<file path="src/rtl/head_table_resp.sv">
// head_table_resp: responder side of the head-table interface.
// Owns the bucket -> {val, ptr} RAM, serves pipelined lookups with write
// forwarding into a small result FIFO, and runs the table-wide clear.
module head_table_resp #(
  parameter int unsigned BUCKET_WIDTH  = 8,
  parameter int unsigned PTR_WIDTH     = 10,
  parameter int unsigned PAYLOAD_WIDTH = 64,
  parameter int unsigned FIFO_DEPTH    = 4
) (
  input  logic                     clk_i,
  input  logic                     rst_i,
  input  logic [BUCKET_WIDTH-1:0]  lkp_bucket_i,
  input  logic [PAYLOAD_WIDTH-1:0] lkp_payload_i,
  input  logic                     lkp_valid_i,
  output logic                     lkp_ready_o,
  output logic [BUCKET_WIDTH-1:0]  out_bucket_o,
  output logic [PAYLOAD_WIDTH-1:0] out_payload_o,
  output logic [PTR_WIDTH-1:0]     out_head_ptr_o,
  output logic                     out_head_ptr_val_o,
  output logic                     out_valid_o,
  input  logic                     out_ready_i,
  input  logic                     wr_en_i,
  input  logic [BUCKET_WIDTH-1:0]  wr_bucket_i,
  input  logic [PTR_WIDTH-1:0]     wr_head_ptr_i,
  input  logic                     wr_head_ptr_val_i,
  input  logic                     clear_run_i,
  output logic                     clear_done_o,
  output logic                     busy_o
);

  localparam int unsigned ENTRIES = 1 << BUCKET_WIDTH;
  localparam int unsigned WORD_W  = PTR_WIDTH + 1;
  localparam int unsigned CLR_W   = BUCKET_WIDTH + 1;
  localparam int unsigned FA_W    = (FIFO_DEPTH > 1) ? $clog2(FIFO_DEPTH) : 1;
  localparam int unsigned CNT_W   = $clog2(FIFO_DEPTH) + 1;
  localparam int unsigned SUM_W   = CNT_W + 1;

  typedef enum logic {ST_IDLE, ST_CLEAR} state_t;

  typedef struct packed {
    logic [BUCKET_WIDTH-1:0]  bucket;
    logic [PAYLOAD_WIDTH-1:0] payload;
    logic                     val;
    logic [PTR_WIDTH-1:0]     ptr;
  } result_t;

  logic [WORD_W-1:0] mem [ENTRIES];

  state_t                   state_q, state_d;
  logic [CLR_W-1:0]         clr_addr_q, clr_addr_d;
  logic                     busy_d, done_d, ready_d;
  logic                     ram_we;
  logic [BUCKET_WIDTH-1:0]  ram_waddr;
  logic [WORD_W-1:0]        ram_wdata;

  logic                     user_we, accept, push, pop;
  logic [WORD_W-1:0]        user_wdata, push_word;

  logic                     s1_valid_q, s2_valid_q;
  logic [BUCKET_WIDTH-1:0]  s1_bucket_q, s2_bucket_q;
  logic [PAYLOAD_WIDTH-1:0] s1_payload_q, s2_payload_q;
  logic [WORD_W-1:0]        s1_word_q, s2_word_q;

  result_t                  fifo_mem [FIFO_DEPTH];
  result_t                  head;
  logic [FA_W-1:0]          wr_ptr_q, rd_ptr_q;
  logic [CNT_W-1:0]         count_q, count_d;
  logic [SUM_W-1:0]         credit_d;

  // Engine writes only land while idle; a running clear owns the write port.
  assign user_we    = wr_en_i && (state_q == ST_IDLE);
  assign user_wdata = {wr_head_ptr_val_i, wr_head_ptr_i};
  assign accept     = lkp_valid_i && lkp_ready_o;
  assign push       = s2_valid_q;
  assign pop        = out_valid_o && out_ready_i;
  assign push_word  = (user_we && (wr_bucket_i == s2_bucket_q)) ? user_wdata : s2_word_q;
  assign count_d    = count_q + CNT_W'(push) - CNT_W'(pop);
  assign credit_d   = SUM_W'(count_d) + SUM_W'(accept) + SUM_W'(s1_valid_q);

  // FSM state register.
  always_ff @(posedge clk_i or negedge rst_i) begin
    if (!rst_i) begin
      state_q    <= ST_CLEAR;
      clr_addr_q <= '0;
    end else begin
      state_q    <= state_d;
      clr_addr_q <= clr_addr_d;
    end
  end

  // Next state, RAM write-port arbitration and next values of control outputs.
  always_comb begin
    state_d    = state_q;
    clr_addr_d = clr_addr_q;
    ram_we     = 1'b0;
    ram_waddr  = wr_bucket_i;
    ram_wdata  = user_wdata;
    done_d     = 1'b0;
    case (state_q)
      ST_IDLE: begin
        ram_we = wr_en_i;
        if (clear_run_i) begin
          state_d    = ST_CLEAR;
          clr_addr_d = '0;
        end
      end
      ST_CLEAR: begin
        ram_we     = 1'b1;
        ram_waddr  = clr_addr_q[BUCKET_WIDTH-1:0];
        ram_wdata  = '0;
        clr_addr_d = clr_addr_q + CLR_W'(1);
        if (clr_addr_d[BUCKET_WIDTH]) begin
          state_d = ST_IDLE;
          done_d  = 1'b1;
        end
      end
      default: state_d = ST_CLEAR;
    endcase
    busy_d  = (state_d == ST_CLEAR);
    ready_d = (state_d == ST_IDLE) && (credit_d < SUM_W'(FIFO_DEPTH));
  end

  // Registered control outputs, pipeline valids and FIFO bookkeeping.
  always_ff @(posedge clk_i or negedge rst_i) begin
    if (!rst_i) begin
      busy_o       <= 1'b1;
      clear_done_o <= 1'b0;
      lkp_ready_o  <= 1'b0;
      out_valid_o  <= 1'b0;
      s1_valid_q   <= 1'b0;
      s2_valid_q   <= 1'b0;
      wr_ptr_q     <= '0;
      rd_ptr_q     <= '0;
      count_q      <= '0;
    end else begin
      busy_o       <= busy_d;
      clear_done_o <= done_d;
      lkp_ready_o  <= ready_d;
      out_valid_o  <= (count_d != '0);
      s1_valid_q   <= accept;
      s2_valid_q   <= s1_valid_q;
      count_q      <= count_d;
      if (push) wr_ptr_q <= wr_ptr_q + FA_W'(1);
      if (pop)  rd_ptr_q <= rd_ptr_q + FA_W'(1);
    end
  end

  // Head-table RAM write port (contents defined by the clear, not by reset).
  always_ff @(posedge clk_i) begin
    if (ram_we) mem[ram_waddr] <= ram_wdata;
  end

  // Two-stage read with forwarding of engine writes that hit the bucket in flight.
  always_ff @(posedge clk_i) begin
    s1_bucket_q  <= lkp_bucket_i;
    s1_payload_q <= lkp_payload_i;
    s1_word_q    <= (user_we && (wr_bucket_i == lkp_bucket_i)) ? user_wdata : mem[lkp_bucket_i];
    s2_bucket_q  <= s1_bucket_q;
    s2_payload_q <= s1_payload_q;
    s2_word_q    <= (user_we && (wr_bucket_i == s1_bucket_q)) ? user_wdata : s1_word_q;
    if (push) fifo_mem[wr_ptr_q] <= {s2_bucket_q, s2_payload_q, push_word};
  end

  // Result outputs present the FIFO head.
  assign head               = fifo_mem[rd_ptr_q];
  assign out_bucket_o       = head.bucket;
  assign out_payload_o      = head.payload;
  assign out_head_ptr_o     = head.ptr;
  assign out_head_ptr_val_o = head.val;

endmodule

</file>
<file path="config.mk">
export PLATFORM = sky130hd
export DESIGN_NAME = head_table_resp
export DESIGN_NICKNAME = d
export VERILOG_FILES = /design/src/rtl/head_table_resp.sv
export SDC_FILE = /design/constraint.sdc
export NUM_CORES = 2
export LEC_CHECK = 0
export BUFFER_PORTS_ARGS = -buffer_cell sky130_fd_sc_hd__buf_2
export CORE_ASPECT_RATIO = 1.1
export CORE_MARGIN = 10
export CORE_UTILIZATION = 50
export CTS_CLUSTER_DIAMETER = 50
export CTS_CLUSTER_SIZE = 16
export DETAILED_ROUTE_END_ITERATION = 8
export GPL_TIMING_DRIVEN = 1
export PLACE_DENSITY = 0.68
export SYNTH_ARGS = -nofsm -noshare
export SYNTH_HDL_FRONTEND = slang
export SYNTH_SLANG_ARGS = --single-unit
</file>
<file path="constraint.sdc">
create_clock -name clk_i -period 8.9 [get_ports clk_i]
set_clock_uncertainty 0.1 [all_clocks]
set_input_delay 1.78 -clock clk_i [delete_from_list [all_inputs] [get_ports clk_i]]
set_output_delay 1.78 -clock clk_i [all_outputs]
set_load 0.02 [all_outputs]
</file>
==> impl_results.md <==
- Die W: 497.7 microns
- Full die area: 271400 sq um
- Combinational share of power: a little under an eighth
- Hold Path Class: reg -> reg
- Post-route insts no fill: between 9k and 10k
- IO Pins: 184
- CP Class: reg -> out
- Via count: 61.04k
- Clock power frac: 34.2%
- DR DRC count: 0
- Count of pins over their slew limit: 0
- Sequential share of power: 54.0%
- Post-detailed-route count of antenna-violating nets: 0
- Final Setup Violations: 0
- DR iter-0 viols: 7201
- Area Growth Syn to Fin: 10.41%
- WHS Endpoint: s2_payload_q[40]
- Vias in the first global route: just over 60k
- Htree depth: 5
- Critical Path RT: approximately 7.0 ns
- Worst rel slew slack: 11.52%
- R2R setup slack: 4.01 ns
- Synth top area share: 75.33%
- Worst-path clk slew: roughly 0.070 ns
- TritonCTS clock tree: yes
- Largest net degree at the start of global routing: 209
- PnR worst setup slack: between 3 and 4 ns
- Routed wire per std cell: just over 30 microns
- Synthesized Nets: 6091
- R2r endpoint: mem[48][10]
- Outcome: finished clean
- Max-Cap Viols: 0
- Synth Warn #: 0
- Nets@finish: 6343
- Commonest non-fill, non-tap cell in the layout: edfxtp_1
- Slew of the pin with the lowest slew margin: 1.322 ns
- Synth unique cells: 58
- Site Rows: 192
- Clock Path Buffers: 4
- DP Worst Slack: 2.811 ns
- Clock root cell: clkbuf_16
- Die Height: 545.4 microns
- Leakage: 44.12 nW
- Post-synth EDFFs: 3148
- PD cells: ~250 nW/um^2
- Grt ovf: 0
- Clock sink count: 3336
- Placer Congestion: roughly 0.86
- Synth Instances: 5985
- Setup bufs post-CTS: 0
- Hpwl dp: 180400 microns
- Total CTS buffers: 276
- Async set-or-reset flop fraction in the synthesized netlist: 0.6595%
- Switch Pwr: about 0.0086 W
- Int Power: approximately 0.025 W
- Total power: 0.03408 W
- Sequential element share of the synthesized area: 78.42%
- Critical path arrival: 3.61 ns
- Final Instance Area: 138500 sq um
- Hold Violations, Final: 0
- Final period utilization: 61.70%
- Critical Path Sink Type: output pin
- Hold path startpoint: s1_payload_q[40]
- Dpl cell area: roughly 130000 sq um
- VDD IR max: 0.1821 mV
- Final core occ: 55.56%
- Vias/cell: 6.295
- CP Launch Type: register
- Period minus WS final: roughly 5.5 ns
- Commonest non-fill, non-tap cells in the layout: 3148 x edfxtp_1, 670 x mux4_2, 363 x nor2_1, 285 x clkbuf_16, 192 x mux2i_1
- Achievable Freq: 182.1 MHz
- Critical Path Fanout Max: 43
- DRT Pass-1 Iters: 6
- Switching share of power: approximately 25%
- Gr usage total: 21.64%
- Final wirelength: 300300 microns
- Largest cells by area after synthesis: edfxtp_1 75%, mux4_2 12%, dfxtp_1 2.6%, mux2i_1 1.5%, nor2_1 1.1%
- Core area: 249400 sq um
- CTS Hold Bufs: 0
- Clk Latency, worst-skew pair: between 0.8 and 0.9 ns
- Initial antenna violation count: 27
- Mapped cell area: 125500 sq um
- Placed cells: 9257
- Cell taking the most area after synthesis: edfxtp_1
- Reg2Reg Depth: 5
- Yosys reg bits: 3336
- RSZ-0062 raised after global routing: no
- Post-cts resize count: 0
- Initial Utilization: 50.32%
- Port bufs: 183
- First-pass GRT wire length: 437100 microns
- Main synth FF type: edfxtp_1
- Synth Area per Inst: between 20 and 25 sq um
- Hold Crit Depth: 0
- Share of post-route cells with drive strength above 1: 22.47%
- Crit Reg-Reg Startpoint: busy_o
## critical path, cell delays in order, from the launching register on
cell	delay (ns)
dfrtp_4	1.01
buf_4	0.83
mux4_2	0.63
buf_2	0.18
## synth_stat cells, types with 61 or more instances
cell	number
a22oi_1	160
a211oi_1	82
nand2_1	157
nor2_1	365
mux2i_1	192
buf_2	77
clkbuf_1	172
o21ai_0	90
edfxtp_1	3148
nor2b_1	61
dfxtp_1	166
a21oi_1	79
mux4_2	670
## metrics by stage
stage          setup TNS [ns]  hold slack, ns
3_5_place_dp                0          0.2121
4_1_cts                     0          0.2230
3_3_place_gp                0          0.2109
6_report                    0          0.2251
5_1_grt                     0          0.2291
2_1_floorplan         -385.67          0.2096
## flip-flops by register name, summed over array words and instances, names as in the netlist, 3 cells and up
signal and count:
s1_bucket_q 8, clr_addr_q 9, s2_bucket_q 8, count_q 3
s1_payload_q 64, s1_word_q 11, s2_payload_q 64, fifo_mem 332
s2_word_q 11, mem 2816
## logic make-up after synthesis
kind of cell,after synthesis,share of synthesized area [%]
xor gates and xnor gates,31,0.2164
muxes,890,13.81
AOI/OAI and AO/OA,654,3.648
and+or+nand+nor,698,2.410
buffers and inverters,367,1.399
DFF,3336,78.42
adders and majority gates,9,0.09573
## area by class of cell
type | instances | area [sq um]
inverters | 17 | 65.06
multi-input cells | 2282 | 25460
clock buffers | 343 | 7380
diodes | 16 | 40.04
clock inverters | 81 | 893.4
fillers | 18340 | 110800
repair buffers | 324 | 2170
well taps | 3298 | 4126
flip-flops and latches | 3336 | 98410
## metal layers
metal	global-route usage, %	wire, microns
met5	0	97
met4	9.052	13690
met3	4.225	26760
met2	34.34	144500
met1	29.59	115200
## power by group through the flow
stage          logic (W)  clock network [W]  registers [W]
6_report         0.00405             0.0116         0.0184
5_1_grt          0.00426             0.0124         0.0184
4_1_cts          0.00408             0.0118         0.0184
3_5_place_dp     0.00407                  0         0.0187
3_3_place_gp     0.00399                  0         0.0187
2_1_floorplan    0.00235                  0         0.0188
## how the worst max path moves through the flow
stage | startpoint | endpoint | slack, ns
final | rd_ptr_q[0] | out_payload_o[42] | 3.41
after global routing | rd_ptr_q[0] | out_payload_o[25] | 3.11
after CTS | rd_ptr_q[0] | out_payload_o[25] | 3.22
after detailed placement | lkp_bucket_i[1] | s1_word_q[2] | 2.81
after global placement | lkp_bucket_i[1] | s1_word_q[5] | 2.82
after floorplan | wr_head_ptr_i[7] | mem[0][7] | -0.57
(Power assumes the default switching activity.)
